`src/rtl/pipe_pkg.sv`:
```
//------------------------------------------------------------------------------
// Module : pipe_pkg
// Brief  : Shared pipeline types and constants for the fetch/decode stages.
// Rev    : 1.0
//------------------------------------------------------------------------------
`default_nettype none

package pipe_pkg;

    localparam logic [31:0] NOP_WORD      = 32'h0000_0000;
    localparam int          PIPE_PC_WIDTH = 32;

    typedef enum logic [0:0] {
        RUN  = 1'b0,
        HALT = 1'b1
    } fetch_state_t;

    typedef struct packed {
        logic                     valid;
        logic [31:0]              instr;
        logic [PIPE_PC_WIDTH-1:0] pc_plus1;
    } ifid_t;

endpackage

`default_nettype wire

```
`src/rtl/ifid_reg.sv`:
```
//------------------------------------------------------------------------------
// Module : ifid_reg
// Brief  : Pipeline register with hold / bubble / load controls.
// Rev    : 1.0
//------------------------------------------------------------------------------
`default_nettype none

module ifid_reg #(
    parameter int               WIDTH  = 65,
    parameter logic [WIDTH-1:0] BUBBLE = '0
) (
    input  logic             clk,
    input  logic             rst,
    input  logic             i_hold,
    input  logic             i_bubble,
    input  logic [WIDTH-1:0] i_d,
    output logic [WIDTH-1:0] o_q
);

    logic [WIDTH-1:0] r_q;

    // Bubble beats hold so a flush during a stall still squashes the slot.
    always_ff @(posedge clk) begin
        if (rst || i_bubble) begin
            r_q <= BUBBLE;
        end else if (!i_hold) begin
            r_q <= i_d;
        end
    end

    assign o_q = r_q;

endmodule

`default_nettype wire

```
`src/rtl/fetch_pc_stage.sv`:
```
//------------------------------------------------------------------------------
// Module : fetch_pc_stage
// Brief  : PC register, next-PC/halt FSM and IF/ID capture. Optional
//          performance counters under FETCH_PERF_CNT_EN.
// Rev    : 1.0
//------------------------------------------------------------------------------
`default_nettype none

module fetch_pc_stage #(
    parameter int                  PC_WIDTH   = 32,
    parameter int                  IMEM_DEPTH = 2000,
    parameter logic [PC_WIDTH-1:0] RESET_PC   = '0,
    parameter logic [31:0]         NOP_WORD   = pipe_pkg::NOP_WORD
) (
    input  logic                clk,
    input  logic                reset,
    input  logic                stall,
    input  logic                flush,
    input  logic                redirect_valid,
    input  logic [PC_WIDTH-1:0] redirect_pc,
    output logic [PC_WIDTH-1:0] pc,
    input  logic [31:0]         instr_in,
    output logic                ifid_valid,
    output logic [31:0]         ifid_instr,
    output logic [PC_WIDTH-1:0] ifid_pc_plus1,
    output logic                halted
`ifdef FETCH_PERF_CNT_EN
    ,
    output logic [31:0]         perf_fetch_cnt,
    output logic [31:0]         perf_stall_cnt
`endif
);

    import pipe_pkg::*;

    localparam int                  c_IFID_W = 1 + 32 + PC_WIDTH;
    localparam logic [PC_WIDTH-1:0] c_DEPTH  = PC_WIDTH'(IMEM_DEPTH);
    localparam logic [PC_WIDTH-1:0] c_LAST   = PC_WIDTH'(IMEM_DEPTH - 1);
    localparam logic [PC_WIDTH-1:0] c_ONE    = PC_WIDTH'(1);
    localparam logic [c_IFID_W-1:0] c_BUBBLE = {1'b0, NOP_WORD, {PC_WIDTH{1'b0}}};

    fetch_state_t          r_state;
    fetch_state_t          w_state_nxt;
    logic [PC_WIDTH-1:0]   r_pc;
    logic [PC_WIDTH-1:0]   w_pc_nxt;
    logic [PC_WIDTH-1:0]   w_pc_plus1;
    logic                  w_hold;
    logic                  w_bubble;
    logic                  w_redirect_ok;
    logic [c_IFID_W-1:0]   w_ifid_d;
    logic [c_IFID_W-1:0]   w_ifid_q;

    assign w_pc_plus1    = r_pc + c_ONE;
    assign w_redirect_ok = (redirect_pc < c_DEPTH);

    always_comb begin
        w_state_nxt = r_state;
        w_pc_nxt    = r_pc;
        w_hold      = 1'b0;
        w_bubble    = 1'b0;
        case (r_state)
            RUN: begin
                if (redirect_valid) begin
                    w_bubble = 1'b1;
                    if (w_redirect_ok) begin
                        w_pc_nxt = redirect_pc;
                    end else begin
                        w_pc_nxt    = c_LAST;
                        w_state_nxt = HALT;
                    end
                end else if (stall) begin
                    w_hold   = 1'b1;
                    w_bubble = flush;
                end else begin
                    w_bubble = flush;
                    // Last word is still captured; PC parks there instead of wrapping.
                    if (w_pc_plus1 < c_DEPTH) begin
                        w_pc_nxt = w_pc_plus1;
                    end else begin
                        w_state_nxt = HALT;
                    end
                end
            end
            HALT: begin
                w_bubble = 1'b1;
                if (redirect_valid && w_redirect_ok) begin
                    w_pc_nxt    = redirect_pc;
                    w_state_nxt = RUN;
                end
            end
            default: begin
                w_state_nxt = RUN;
            end
        endcase
    end

    always_ff @(posedge clk) begin
        if (reset) begin
            r_state <= RUN;
            r_pc    <= RESET_PC;
        end else begin
            r_state <= w_state_nxt;
            r_pc    <= w_pc_nxt;
        end
    end

    assign w_ifid_d = {1'b1, instr_in, w_pc_plus1};

    ifid_reg #(
        .WIDTH  (c_IFID_W),
        .BUBBLE (c_BUBBLE)
    ) u_ifid_reg (
        .clk      (clk),
        .rst      (reset),
        .i_hold   (w_hold),
        .i_bubble (w_bubble),
        .i_d      (w_ifid_d),
        .o_q      (w_ifid_q)
    );

    assign pc            = r_pc;
    assign ifid_valid    = w_ifid_q[c_IFID_W-1];
    assign ifid_instr    = w_ifid_q[PC_WIDTH +: 32];
    assign ifid_pc_plus1 = w_ifid_q[PC_WIDTH-1:0];
    assign halted        = (r_state == HALT);

`ifdef FETCH_PERF_CNT_EN
    logic [31:0] r_fetch_cnt;
    logic [31:0] r_stall_cnt;
    logic        w_fetch_evt;
    logic        w_stall_evt;

    assign w_fetch_evt = (r_state == RUN) && !redirect_valid && !stall && !flush;
    assign w_stall_evt = (r_state == RUN) && !redirect_valid && stall;

    always_ff @(posedge clk) begin
        if (reset) begin
            r_fetch_cnt <= '0;
            r_stall_cnt <= '0;
        end else begin
            if (w_fetch_evt && (r_fetch_cnt != 32'hFFFF_FFFF)) begin
                r_fetch_cnt <= r_fetch_cnt + 32'd1;
            end
            if (w_stall_evt && (r_stall_cnt != 32'hFFFF_FFFF)) begin
                r_stall_cnt <= r_stall_cnt + 32'd1;
            end
        end
    end

    assign perf_fetch_cnt = r_fetch_cnt;
    assign perf_stall_cnt = r_stall_cnt;
`endif

endmodule

`default_nettype wire

```
`config.mk`:
```
export PLATFORM = sky130hd
export DESIGN_NAME = fetch_pc_stage
export DESIGN_NICKNAME = d
export VERILOG_FILES = /design/src/rtl/pipe_pkg.sv /design/src/rtl/ifid_reg.sv /design/src/rtl/fetch_pc_stage.sv
export SDC_FILE = /design/constraint.sdc
export NUM_CORES = 1
export LEC_CHECK = 0
export CAP_MARGIN = 5
export CORE_ASPECT_RATIO = 1.1
export CORE_UTILIZATION = 45
export DETAILED_ROUTE_END_ITERATION = 6
export PLACE_DENSITY_LB_ADDON = 0.08
export SYNTH_ARGS = -nofsm -noshare
export SYNTH_HDL_FRONTEND = slang
export SYNTH_SLANG_ARGS = --single-unit
```
`constraint.sdc`:
```
create_clock -name clk -period 4.4 [get_ports clk]
set_input_delay 1.1 -clock clk [delete_from_list [all_inputs] [get_ports clk]]
set_output_delay 1.1 -clock clk [all_outputs]
set_load 0.05 [all_outputs]
```
==> qor.yml <==
status: "completed"
drive_gt1_share_pct: 5.063
clock.fmax_mhz: 264.3
io_pins: 167
reg2reg_depth: 9
drt_iter0_markers: 179
cp_slowest_cell: "a31oi_1"
rrSetupSlack_ns: 0.62
rows: 38
fp.dieArea_um2: 10830
relSlewSlack_pct: 20.32
gr-usage-all-layers_pct: 23.33
synth_cells: 578
tightestPinTransition_ns: 1.190
path_max_fanout: 13
critical_path.cell_chain: "ha_1 -> nand3_2 -> or3_4 -> or4_4 -> mux2_4 -> and4bb_1 -> a31oi_1 -> o21ai_0 -> a211oi_1"
critPathLaunchType: "register"
netlist_area_um2: 4686
cp.required_ns: 4.70
fp.dieW_um: 99.30
clock_latency_ns: 0.37
hold_path_startpoint: "u_ifid_reg.o_q[64]"
crit_arrival_ns: 4.08
crit_family: "simple AND/OR/NAND/NOR gates"
final_cell_area_um2: 6505
clk_path_buf_depth: 2
wl_um: 12880
first_global_vias: 4054
final.period_utilization_pct: 85.99
cts-root-buf: "clkbuf_8"
rr_endpoint: "pc[6]"
dr.pass1.iters: 4
die_h_um: 109.0
ys_types: 54
ctsResizeCount: 0
num_vias: 4621
rr_startpoint: "pc[0]"
clock-sinks: 98
synthXorXnorAreaFrac_pct: 6.916
tns_ns: 0
synth_top_family_by_area: "simple AND/OR/NAND/NOR gates"
syn_to_final_growth_pct: 38.83
viasPerCell: 5.561
place_hpwl_um: 9442
hp-class: "register to register"
start_util_pct: 46.93
max_stage_delay_ns: 0.84
grt.overflow.total: 0
design.core.area_um2: 9985
path_class: "register to register"
power_density_nw_per_um2: 273.8
hold_viol_final: 0
async_reset_ff_share_pct: 0
gp_congestion: 0.9185
cts_tree: "built"
ys_seq_elements: 98
synth-compound-area-share_pct: 17.86
cts_hold_buf: 0
vdd_drop_max_mv: 0.1451
ys.flop_type: "dfxtp_1"
ys_warn_count: 0
syn_nets: 648
synth_top_area_share_pct: 41.87
antenna_found_initial: 0
post_cts_buffers: 0
final_antenna_net_count: 0
yosys-mux-area-fraction_pct: 0.5340
nNetsFinal: 776
wl_per_cell_um: 15.49
syn_area_per_cell_um2: 8.107
min_to: "u_ifid_reg.o_q[64]"
seq_area_frac_synth_pct: 41.87
synth_fa_ha_area_share_pct: 0.2670
fin_skew_ns: 0.01905
p_leak_nw: 2.321
finalSetupViolations: 0
grt_max_degree: 94
rsz0062_at_grt: "no"
ys_top_cells_by_area: "dfxtp_1 42%, nand2_1 6.6%, a211oi_1 5.8%, nor2_1 4.5%, xnor2_1 4.3%"
maxCapViolCount: 0
port_buffers: 166
synthSimpleGateAreaFrac_pct: 27.45
diodes: 0
synth_top_area_cell: "dfxtp_1"
cts_made_buffers: 9
grt_pass1_wl_um: 20180
crit_buf_inv: 0
cp-end-kind: "register"
dpl_cell_area_um2: 6319
min_period_ns: 3.784
htreeDepth: 3
whs_path_depth: 2
drcViolationCount: 0
synth-edff-count: 0
drv_slew: 0
path_clk_slew_ns: 0.11
## placed cells by master, fill, tap and decap left out, drive strengths merged, types with 2 or more instances in the layout
| master | count |
|---|---|
| nor4 | 8 |
| nor3 | 17 |
| nand2 | 82 |
| o31ai | 4 |
| or2 | 4 |
| and3 | 7 |
| nor2b | 4 |
| clkdlybuf4s50 | 166 |
| nand4 | 16 |
| and2 | 27 |
| clkbuf | 10 |
| o2111ai | 4 |
| buf | 5 |
| xor2 | 14 |
| a211oi | 36 |
| dfxtp | 98 |
| o41ai | 4 |
| inv | 8 |
| o22ai | 3 |
| and4 | 5 |
| o21ai | 18 |
| a31oi | 8 |
| a32o | 2 |
| nor2 | 56 |
| nand3 | 17 |
| nand3b | 2 |
| a21oi | 40 |
| clkinvlp | 2 |
| xnor2 | 23 |
| or3 | 3 |
## per-stage QoR
stage	instances	power, W	hold WS, ns	util (%)	setup slack (ns)
after global routing	831	0.001859	0.4663	65.15	0.3293
after floorplan	578	0.001122	0.6629	-	0.8435
after global placement	815	0.001245	0.4318	63.28	0.8206
after detailed placement	815	0.001249	0.4378	63.28	0.7097
final	831	0.001781	0.4480	65.15	0.6164
after CTS	831	0.001797	0.4529	65.15	0.6748
## power breakdown
group	internal, W	switching (W)	leakage, nW
clock	0.000228	0.000324	0.0912
combinational	0.000125	0.000165	1.44
sequential	0.000907	0.0000329	0.794
total	0.00126	0.000522	2.32
## area by class of cell
| cell class | instances | area, um^2 |
|---|---|---|
| well taps | 120 | 150.1 |
| fillers | 885 | 3480 |
| clock inverters | 6 | 48.80 |
| inverters | 5 | 18.77 |
| clock buffers | 10 | 137.6 |
| flip-flops and latches | 98 | 1962 |
| repair buffers | 171 | 1699 |
| multi-input cells | 421 | 2489 |
## routing by layer
metal | vias up | wire length (um) | track usage, %
met1 | 2139 | 6177 | 32.57
li1 | 2294 | - | -
met2 | 176 | 5727 | 36.16
met3 | 12 | 835 | 5.577
met5 | - | 0 | 0
met4 | 0 | 133 | 6.092
## flip-flops by register name, indices dropped and copies added (netlist names)
register        count
u_ifid_reg.o_q     65
pc                 32
halted              1
## worst max path at each step
stage | start | end | slack [ns] | cells after the start
floorplan | pc[0] | pc[15] | 0.84 | 11
global placement | pc[0] | pc[2] | 0.82 | 9
detailed placement | pc[0] | pc[3] | 0.71 | 9
CTS | pc[0] | pc[3] | 0.67 | 9
global route | pc[0] | pc[2] | 0.33 | 8
finish | pc[0] | pc[6] | 0.62 | 9
## cell families after synthesis
logic type,count (synthesis)
DFF,98
AOI/OAI and AO/OA,127
muxes,2
and+or+nand+nor,254
xor gates and xnor gates,37
buffers and inverters,59
adders and majority gates,1
## Yosys cell counts (3+ instances only)
master,n
and2_1,27
dfxtp_1,98
a211oi_1,36
nand2_1,82
nand3_1,16
buf_2,11
nand4_1,14
inv_1,5
buf_1,3
o22ai_1,3
clkbuf_1,39
a31oi_1,8
nor3_1,17
xnor2_1,23
nor2_1,56
or2_2,4
and3_1,7
and4_1,5
nor4_1,8
o31ai_1,3
xor2_1,14
o41ai_1,4
nor2b_1,4
a21oi_1,39
o2111ai_1,4
o21ai_1,6
o21ai_0,12
## tightest hold or removal path, cell delays in order (launching register included)
cell and delay, ns:
dfxtp_1 0.32, inv_1 0.05, a21oi_1 0.05
Note: power is estimated with default switching activity, not from simulation.
